### src/rtl/updi_pkg.sv
// Shared types and constants for the UPDI byte-level transaction engine.
// Optional ACK checking is enabled by defining UPDI_ACK_CHECK_EN.
package updi_pkg;

  localparam int MAX_DATA_SIZE  = 64;
  localparam int DATA_ADDR_BITS = $clog2(MAX_DATA_SIZE);

  typedef enum logic [2:0] {
    LDS, STS, LD, ST, LDCS, STCS, REPEAT, KEY
  } updi_instruction;

  typedef enum logic [2:0] {
    S_IDLE, S_TX_SYNCH, S_TX_OPCODE, S_TX_DATA, S_WAIT_ACK, S_RX_DATA
  } updi_state_e;

  localparam logic [7:0] UPDI_SYNCH = 8'h55;
  localparam logic [7:0] UPDI_ACK   = 8'h40;

  localparam logic [7:0] OPC_LDS    = 8'h00;
  localparam logic [7:0] OPC_STS    = 8'h40;
  localparam logic [7:0] OPC_LD     = 8'h20;
  localparam logic [7:0] OPC_ST     = 8'h60;
  localparam logic [7:0] OPC_LDCS   = 8'h80;
  localparam logic [7:0] OPC_STCS   = 8'hC0;
  localparam logic [7:0] OPC_REPEAT = 8'hA0;
  localparam logic [7:0] OPC_KEY    = 8'hE0;

endpackage

### src/rtl/updi_if_if.sv
// Command and FIFO bus of the UPDI engine; slave is the engine's view,
// master is the command source / FIFO side.
interface updi_if_if;
  import updi_pkg::*;

  updi_instruction                   instruction;
  logic [1:0]                        size_a;
  logic [1:0]                        size_b;
  logic [1:0]                        ptr;
  logic [1:0]                        size_c;
  logic [3:0]                        cs_addr;
  logic                              sib;
  logic [MAX_DATA_SIZE-1:0][7:0]     data;
  logic [DATA_ADDR_BITS-1:0]         data_len;
  logic [MAX_DATA_SIZE-1:0]          wait_ack_after;
  logic                              tx_start;
  logic                              tx_ready;
  logic [DATA_ADDR_BITS-1:0]         rx_n_bytes;
  logic                              rx_start;
  logic                              rx_ready;
  logic                              ack_error;

  logic [7:0]                        out_rx_fifo_data;
  logic                              out_rx_fifo_wr_en;
  logic                              out_rx_fifo_full;
  logic [7:0]                        uart_rx_fifo_data;
  logic                              uart_rx_fifo_rd_en;
  logic                              uart_rx_fifo_empty;
  logic [7:0]                        uart_tx_fifo_data;
  logic                              uart_tx_fifo_wr_en;
  logic                              uart_tx_fifo_full;

  modport slave (
    input  instruction, size_a, size_b, ptr, size_c, cs_addr, sib,
           data, data_len, wait_ack_after, tx_start, rx_n_bytes, rx_start,
           out_rx_fifo_full, uart_rx_fifo_data, uart_rx_fifo_empty,
           uart_tx_fifo_full,
    output tx_ready, rx_ready, ack_error,
           out_rx_fifo_data, out_rx_fifo_wr_en, uart_rx_fifo_rd_en,
           uart_tx_fifo_data, uart_tx_fifo_wr_en
  );

  modport master (
    output instruction, size_a, size_b, ptr, size_c, cs_addr, sib,
           data, data_len, wait_ack_after, tx_start, rx_n_bytes, rx_start,
           out_rx_fifo_full, uart_rx_fifo_data, uart_rx_fifo_empty,
           uart_tx_fifo_full,
    input  tx_ready, rx_ready, ack_error,
           out_rx_fifo_data, out_rx_fifo_wr_en, uart_rx_fifo_rd_en,
           uart_tx_fifo_data, uart_tx_fifo_wr_en
  );

endinterface

### src/rtl/updi_opcode_encode.sv
// Combinational UPDI opcode encoder: instruction plus fields to opcode byte.
module updi_opcode_encode
  import updi_pkg::*;
(
  input  updi_instruction i_instruction,
  input  logic [1:0]      i_size_a,
  input  logic [1:0]      i_size_b,
  input  logic [1:0]      i_ptr,
  input  logic [1:0]      i_size_c,
  input  logic [3:0]      i_cs_addr,
  input  logic            i_sib,
  output logic [7:0]      o_opcode
);

  always_comb begin
    // NOTE: default assignment first so no path leaves o_opcode unassigned (no latch).
    o_opcode = OPC_LDS;
    case (i_instruction)
      LDS:     o_opcode = OPC_LDS    | {4'b0000, i_size_a, i_size_b};
      STS:     o_opcode = OPC_STS    | {4'b0000, i_size_a, i_size_b};
      LD:      o_opcode = OPC_LD     | {4'b0000, i_ptr, i_size_b};
      ST:      o_opcode = OPC_ST     | {4'b0000, i_ptr, i_size_b};
      LDCS:    o_opcode = OPC_LDCS   | {4'b0000, i_cs_addr};
      STCS:    o_opcode = OPC_STCS   | {4'b0000, i_cs_addr};
      REPEAT:  o_opcode = OPC_REPEAT | {6'b000000, i_size_b};
      KEY:     o_opcode = OPC_KEY    | {5'b00000, i_sib, i_size_c};
      default: o_opcode = OPC_LDS;
    endcase
  end

endmodule

### src/rtl/updi_if.sv
// UPDI transaction engine: streams SYNCH/opcode/payload to the UART TX FIFO,
// checks ACKs (UPDI_ACK_CHECK_EN) and moves response bytes to the output FIFO.
module updi_if
  import updi_pkg::*;
(
  input logic      clk,
  input logic      rst_n,
  updi_if_if.slave bus
);

  localparam logic [DATA_ADDR_BITS-1:0] ONE = DATA_ADDR_BITS'(1);

  updi_state_e                   r_state;
  logic [7:0]                    r_opcode;
  logic [MAX_DATA_SIZE-1:0][7:0] r_data;
  logic [MAX_DATA_SIZE-1:0]      r_wait_ack;
  logic [DATA_ADDR_BITS-1:0]     r_len;
  logic [DATA_ADDR_BITS-1:0]     r_idx;
  logic [DATA_ADDR_BITS-1:0]     r_rx_cnt;
  logic                          r_ack_error;

  logic [7:0] w_opcode;
  logic       w_tx_fire;
  logic       w_ack_fire;
  logic       w_rx_fire;
  logic       w_last_byte;
  logic       w_ack_bad;
  logic       w_tx_accept;

  updi_opcode_encode u_encode (
    .i_instruction (bus.instruction),
    .i_size_a      (bus.size_a),
    .i_size_b      (bus.size_b),
    .i_ptr         (bus.ptr),
    .i_size_c      (bus.size_c),
    .i_cs_addr     (bus.cs_addr),
    .i_sib         (bus.sib),
    .o_opcode      (w_opcode)
  );

  // FIFO strobes are decoded from the current state so they can honour full/empty in the same cycle.
  assign w_tx_fire   = !bus.uart_tx_fifo_full &&
                       (r_state inside {S_TX_SYNCH, S_TX_OPCODE, S_TX_DATA});
  assign w_ack_fire  = (r_state == S_WAIT_ACK) && !bus.uart_rx_fifo_empty;
  assign w_rx_fire   = (r_state == S_RX_DATA) && (r_rx_cnt != '0) &&
                       !bus.uart_rx_fifo_empty && !bus.out_rx_fifo_full;
  assign w_last_byte = (r_idx == r_len - ONE);
  assign w_tx_accept = (r_state == S_IDLE) && bus.tx_start;

`ifdef UPDI_ACK_CHECK_EN
  assign w_ack_bad = (bus.uart_rx_fifo_data != UPDI_ACK);
`else
  assign w_ack_bad = 1'b0;
`endif

  always_comb begin
    bus.uart_tx_fifo_data = UPDI_SYNCH;
    case (r_state)
      S_TX_OPCODE: bus.uart_tx_fifo_data = r_opcode;
      S_TX_DATA:   bus.uart_tx_fifo_data = r_data[r_idx];
      default:     bus.uart_tx_fifo_data = UPDI_SYNCH;
    endcase
  end

  assign bus.uart_tx_fifo_wr_en = w_tx_fire;
  assign bus.uart_rx_fifo_rd_en = w_ack_fire | w_rx_fire;
  assign bus.out_rx_fifo_wr_en  = w_rx_fire;
  assign bus.out_rx_fifo_data   = bus.uart_rx_fifo_data;
  assign bus.tx_ready           = (r_state == S_IDLE);
  assign bus.rx_ready           = (r_state == S_IDLE);
  assign bus.ack_error          = r_ack_error;

  // NOTE: payload registers carry no reset; they are always loaded at tx_start before being read.
  always_ff @(posedge clk) begin
    if (w_tx_accept) begin
      r_data     <= bus.data;
      r_wait_ack <= bus.wait_ack_after;
    end
  end

  always_ff @(posedge clk or negedge rst_n) begin
    // NOTE: non-blocking assignments so every register samples pre-edge values.
    if (!rst_n) begin
      r_state     <= S_IDLE;
      r_opcode    <= '0;
      r_len       <= '0;
      r_idx       <= '0;
      r_rx_cnt    <= '0;
      r_ack_error <= 1'b0;
    end else begin
      case (r_state)
        S_IDLE: begin
          if (bus.tx_start) begin
            r_opcode    <= w_opcode;
            r_len       <= bus.data_len;
            r_idx       <= '0;
            r_ack_error <= 1'b0;
            r_state     <= S_TX_SYNCH;
          end else if (bus.rx_start) begin
            r_rx_cnt <= bus.rx_n_bytes;
            r_state  <= S_RX_DATA;
          end
        end
        S_TX_SYNCH: begin
          if (w_tx_fire) r_state <= S_TX_OPCODE;
        end
        S_TX_OPCODE: begin
          if (w_tx_fire) r_state <= (r_len == '0) ? S_IDLE : S_TX_DATA;
        end
        S_TX_DATA: begin
          if (w_tx_fire) begin
            if (r_wait_ack[r_idx]) r_state <= S_WAIT_ACK;
            else if (w_last_byte)  r_state <= S_IDLE;
            else                   r_idx   <= r_idx + ONE;
          end
        end
        S_WAIT_ACK: begin
          if (w_ack_fire) begin
            if (w_ack_bad) begin
              r_ack_error <= 1'b1;
              r_state     <= S_IDLE;
            end else if (w_last_byte) begin
              r_state <= S_IDLE;
            end else begin
              r_idx   <= r_idx + ONE;
              r_state <= S_TX_DATA;
            end
          end
        end
        S_RX_DATA: begin
          if (r_rx_cnt == '0) begin
            r_state <= S_IDLE;
          end else if (w_rx_fire) begin
            r_rx_cnt <= r_rx_cnt - ONE;
            if (r_rx_cnt == ONE) r_state <= S_IDLE;
          end
        end
        default: r_state <= S_IDLE;
      endcase
    end
  end

endmodule

### src/flat_wrapper.sv
// flat-port wrapper written by rule: the top's interface ports become plain ports
module updi_if_flat import updi_pkg::*;
  (clk, rst_n, bus_instruction, bus_size_a, bus_size_b, bus_ptr, bus_size_c, bus_cs_addr, bus_sib, bus_data, bus_data_len, bus_wait_ack_after, bus_tx_start, bus_rx_n_bytes, bus_rx_start, bus_out_rx_fifo_full, bus_uart_rx_fifo_data, bus_uart_rx_fifo_empty, bus_uart_tx_fifo_full, bus_tx_ready, bus_rx_ready, bus_ack_error, bus_out_rx_fifo_data, bus_out_rx_fifo_wr_en, bus_uart_rx_fifo_rd_en, bus_uart_tx_fifo_data, bus_uart_tx_fifo_wr_en);
  updi_if_if bus_i ();
  input logic clk;
  input logic rst_n;
  input wire logic [$bits(bus_i.instruction)-1:0] bus_instruction;
  input wire logic [$bits(bus_i.size_a)-1:0] bus_size_a;
  input wire logic [$bits(bus_i.size_b)-1:0] bus_size_b;
  input wire logic [$bits(bus_i.ptr)-1:0] bus_ptr;
  input wire logic [$bits(bus_i.size_c)-1:0] bus_size_c;
  input wire logic [$bits(bus_i.cs_addr)-1:0] bus_cs_addr;
  input wire logic [$bits(bus_i.sib)-1:0] bus_sib;
  input wire logic [$bits(bus_i.data)-1:0] bus_data;
  input wire logic [$bits(bus_i.data_len)-1:0] bus_data_len;
  input wire logic [$bits(bus_i.wait_ack_after)-1:0] bus_wait_ack_after;
  input wire logic [$bits(bus_i.tx_start)-1:0] bus_tx_start;
  input wire logic [$bits(bus_i.rx_n_bytes)-1:0] bus_rx_n_bytes;
  input wire logic [$bits(bus_i.rx_start)-1:0] bus_rx_start;
  input wire logic [$bits(bus_i.out_rx_fifo_full)-1:0] bus_out_rx_fifo_full;
  input wire logic [$bits(bus_i.uart_rx_fifo_data)-1:0] bus_uart_rx_fifo_data;
  input wire logic [$bits(bus_i.uart_rx_fifo_empty)-1:0] bus_uart_rx_fifo_empty;
  input wire logic [$bits(bus_i.uart_tx_fifo_full)-1:0] bus_uart_tx_fifo_full;
  output wire logic [$bits(bus_i.tx_ready)-1:0] bus_tx_ready;
  output wire logic [$bits(bus_i.rx_ready)-1:0] bus_rx_ready;
  output wire logic [$bits(bus_i.ack_error)-1:0] bus_ack_error;
  output wire logic [$bits(bus_i.out_rx_fifo_data)-1:0] bus_out_rx_fifo_data;
  output wire logic [$bits(bus_i.out_rx_fifo_wr_en)-1:0] bus_out_rx_fifo_wr_en;
  output wire logic [$bits(bus_i.uart_rx_fifo_rd_en)-1:0] bus_uart_rx_fifo_rd_en;
  output wire logic [$bits(bus_i.uart_tx_fifo_data)-1:0] bus_uart_tx_fifo_data;
  output wire logic [$bits(bus_i.uart_tx_fifo_wr_en)-1:0] bus_uart_tx_fifo_wr_en;
  assign bus_i.instruction = bus_instruction;
  assign bus_i.size_a = bus_size_a;
  assign bus_i.size_b = bus_size_b;
  assign bus_i.ptr = bus_ptr;
  assign bus_i.size_c = bus_size_c;
  assign bus_i.cs_addr = bus_cs_addr;
  assign bus_i.sib = bus_sib;
  assign bus_i.data = bus_data;
  assign bus_i.data_len = bus_data_len;
  assign bus_i.wait_ack_after = bus_wait_ack_after;
  assign bus_i.tx_start = bus_tx_start;
  assign bus_i.rx_n_bytes = bus_rx_n_bytes;
  assign bus_i.rx_start = bus_rx_start;
  assign bus_i.out_rx_fifo_full = bus_out_rx_fifo_full;
  assign bus_i.uart_rx_fifo_data = bus_uart_rx_fifo_data;
  assign bus_i.uart_rx_fifo_empty = bus_uart_rx_fifo_empty;
  assign bus_i.uart_tx_fifo_full = bus_uart_tx_fifo_full;
  assign bus_tx_ready = bus_i.tx_ready;
  assign bus_rx_ready = bus_i.rx_ready;
  assign bus_ack_error = bus_i.ack_error;
  assign bus_out_rx_fifo_data = bus_i.out_rx_fifo_data;
  assign bus_out_rx_fifo_wr_en = bus_i.out_rx_fifo_wr_en;
  assign bus_uart_rx_fifo_rd_en = bus_i.uart_rx_fifo_rd_en;
  assign bus_uart_tx_fifo_data = bus_i.uart_tx_fifo_data;
  assign bus_uart_tx_fifo_wr_en = bus_i.uart_tx_fifo_wr_en;
  updi_if u_core (.clk(clk), .rst_n(rst_n), .bus(bus_i));
endmodule
### config.mk
export PLATFORM = sky130hd
export DESIGN_NAME = updi_if_flat
export DESIGN_NICKNAME = d
export VERILOG_FILES = /design/src/rtl/updi_pkg.sv /design/src/rtl/updi_if_if.sv /design/src/rtl/updi_opcode_encode.sv /design/src/rtl/updi_if.sv /design/src/flat_wrapper.sv
export SDC_FILE = /design/constraint.sdc
export NUM_CORES = 1
export LEC_CHECK = 0
export BUFFER_PORTS_ARGS = -buffer_cell sky130_fd_sc_hd__buf_2
export CELL_PAD_IN_SITES_DETAIL_PLACEMENT = 0
export CELL_PAD_IN_SITES_GLOBAL_PLACEMENT = 1
export CORE_AREA = 3 3 251 253
export CTS_CLUSTER_SIZE = 28
export DETAILED_ROUTE_END_ITERATION = 10
export DIE_AREA = 0 0 254 256
export PLACE_DENSITY = 0.77
export SLEW_MARGIN = 20
export SYNTH_ARGS = -nofsm -noshare
export SYNTH_HDL_FRONTEND = slang
export SYNTH_SLANG_ARGS = --single-unit
export TNS_END_PERCENT = 20
### constraint.sdc
create_clock -name clk -period 21.1 [get_ports clk]
set_clock_uncertainty 0.15 [all_clocks]
set_input_delay 1.055 -clock clk [delete_from_list [all_inputs] [get_ports clk]]
set_output_delay 1.055 -clock clk [all_outputs]
set_load 0.1 [all_outputs]
==> metrics.txt <==
Psw 1.07 mW; initial drt markers 1,069; post-synthesis sequential area ratio 75.6%; clk sink count 604; gpl congestion 0.873; Nets 2,355; Fillers 5,105; worst-case clock buffer depth 3; Post-Synthesis Cells 1,091; Synthesized Nets 1,715; Synth area leader edfxtp_1; most numerous cell in the Yosys netlist edfxtp_1; Clock Tree Root clkbuf_16; GRT Overall Usage 20.3%; Post-synth top cells edfxtp_1, mux4_2, nand2_1, dfrtp_1; clock power share 31.6%; Die Ht 256 um; worst-margin pin slew 1.08 ns; CP max stage delay 0.89 ns; antenna violations before repair 39; crit-path max FO 42; mean post-synth cell area 21.8 sq um; Routed Antenna Nets 0; fmax 0.154 GHz; top_reg_cell synth edfxtp_1; WL final 66.6 mm; area occupied by multi-input gates 5390 sq um; RSZ-0062 raised after global routing no; I/O Pins 641; final critical-path required period 6.48 ns; post-detail-place hpwl 48.4 mm; clock transition at the registers of the reported paths 0.06 ns; die area 65,000 sq um; HP Class in2async; area of the mapped netlist 23,800 sq um; Critical Path Sink bus_uart_tx_fifo_data[6]; CP cell instances buf_4 > buf_4 > mux4_2 > mux4_2 > mux4_2 > mux2i_1 > nand2_1 > buf_2; worst reg-to-reg path cell count 6; largest net degree at the start of global routing 211; first-pass GRT wire length 95.2 mm; largest cells by area after synthesis edfxtp_1, mux4_2, dfrtp_1; Port Buffers 623; Leak 10.7 nW; final worst setup slack 14.62 ns; share of layout cells above drive strength 1 51.8%; pwr/cell area 121 nW/um^2; worst r2r src u_core.r_state[0]; fin crit share 30.7%; RR Endpoint u_core.r_data[167]; via count 13,500; CTS tree yes; worst vdd ir 0.0000659 V; pre-CTS WS 15.03 ns; synth-to-layout area growth 25.9%; Setup TNS 0 ns; gr ovfl total 0; Reg power frac 45.1%; internal power 2.54 mW; # hold bufs at CTS 0; FF/Latch Area 18,000 sq um; Crit path top cell by count mux4_2; top cell type's share of synthesized area 72.7%; DRC viols 0; slew margin rel. 27.9%; run status finished clean; vias in the first global route 14,700; CTS H-Tree Depth 3; fraction of registers with async set/reset 4.64%; sw frac 29.6%; element type at the critical path start register; Worst Setup SP u_core.r_idx[0]; Comb pwr share 23.3%; WS Path Type reg2out; number of core rows 91; cts bufs inserted 67; Req. time, crit path 19.90 ns; final hold viol count 0; Die W 254 um; R2R Setup Slk 15.77 ns; crit path DAT 5.27 ns; Post-synth EDFFs 576; Cell variety after synth 47; fin. max-slew vios 0; Worst-Skew Late Latency 0.62 ns; DR vias/cell 5.16; CP max-delay cell dfrtp_4; Worst setup EP type primary output; Maximum Capacitance Violations 0; Yosys warnings 0; Post-CTS Setup Bufs 0; #FFs+latches synth 604; Resized cells post-CTS 0; routed len/inst 25.5 um; final setup fails 0; Pre-antenna DRT Iters 5; Starting Density 38.9%; Core Area 61,300 sq um
[stage by stage]
step	utilization, %	instance area [sq um]	total power [mW]	hold slack [ns]	std cells
after floorplan	-	23800	2.39	0.295	1091
after global placement	45.2	27700	2.48	0.337	2451
after detailed placement	45.2	27700	2.51	0.336	2451
after CTS	48.7	29800	3.65	0.314	2574
after global routing	48.9	30000	3.78	0.354	2609
final	48.9	30000	3.62	0.346	2613
[layout make-up]
type	instances	share of cell area, %
sequential	604	60.1
tap	790	3.30
antenna	38	0.317
clock inverter	47	1.56
timing repair buffer	637	10.9
inverter	10	0.150
multi-input combinational	411	18.0
clock buffer	76	5.71
[state kept, by name, summed over array words and instances, names as in the netlist]
register           flops
u_core.r_data        512
u_core.r_opcode        7
u_core.r_idx           6
u_core.r_state         3
u_core.r_len           6
u_core.r_rx_cnt        6
u_core.r_wait_ack     64
[per-layer routing]
metal  vias to the layer above  track usage (%)  routed length (um)
met5                         -                0                  13
met3                       115             4.84                4530
li1                       5895                -                   -
met2                       606             34.0               35100
met1                      6874             25.1               25000
met4                         2             9.06                2040
[worst max-delay path: cells and delay by family (launching register included)]
kind,cells,cell delay [ns]
flip-flops,1,0.89
AND/OR/NAND/NOR,1,0.13
multiplexers,4,1.82
buffers and inverters,3,1.76
[layout by cell type, fill, tap and decap left out, types with 6 or more instances in the layout]
cell type   netlist  routed
a22oi_1           7       7
clkinv_2          0      10
buf_2            25     623
dfrtp_1          28      24
clkbuf_1         13       9
o21ai_0          25      25
clkinv_1          0      17
clkinvlp_4        0       6
nand2_1          56      56
mux4_2          179     179
clkbuf_16         0      67
diode_2           0      38
inv_1            10       9
nand3_1          17      17
buf_4            20      11
a21oi_1          12      12
nor2_1           17      17
nor3_1            7       7
edfxtp_1        576     576
mux2i_1          13      13
[logic make-up (layout without fill, tap and decap cells)]
| group | count (synthesis) | in the layout | share of synthesized area (%) |
|---|---|---|---|
| other cells | 1 | 39 | 0.0158 |
| xor+xnor | 7 | 7 | 0.258 |
| buf+inv | 76 | 770 | 1.77 |
| simple gates | 132 | 132 | 2.64 |
| flops | 604 | 604 | 75.6 |
| mux | 193 | 193 | 17.5 |
| fa+ha+maj | 5 | 5 | 0.263 |
| compound gates | 73 | 73 | 1.93 |
[worst min-delay path by stage]
| stage | from | to | slack [ns] | depth (start not counted) |
|---|---|---|---|---|
| after floorplan | u_core.r_opcode[6] | u_core.r_opcode[6] | 0.29 | 2 |
| after global placement | u_core.r_rx_cnt[5] | u_core.r_rx_cnt[5] | 0.34 | 1 |
| after detailed placement | u_core.r_rx_cnt[5] | u_core.r_rx_cnt[5] | 0.34 | 1 |
| after CTS | rst_n | u_core.r_state[1] | 0.31 | 1 |
| after global routing | rst_n | u_core.r_state[1] | 0.35 | 1 |
| final | rst_n | u_core.r_rx_cnt[4] | 0.35 | 1 |
[power groups by stage]
stage | sequential (mW) | clock (mW) | combinational, mW
after detailed placement | 1.66 | 0 | 0.848
after global placement | 1.65 | 0 | 0.832
after floorplan | 1.73 | 0 | 0.666
final | 1.63 | 1.14 | 0.842
after global routing | 1.65 | 1.22 | 0.907
after CTS | 1.63 | 1.17 | 0.850
Note: power is estimated with default switching activity, not from simulation.
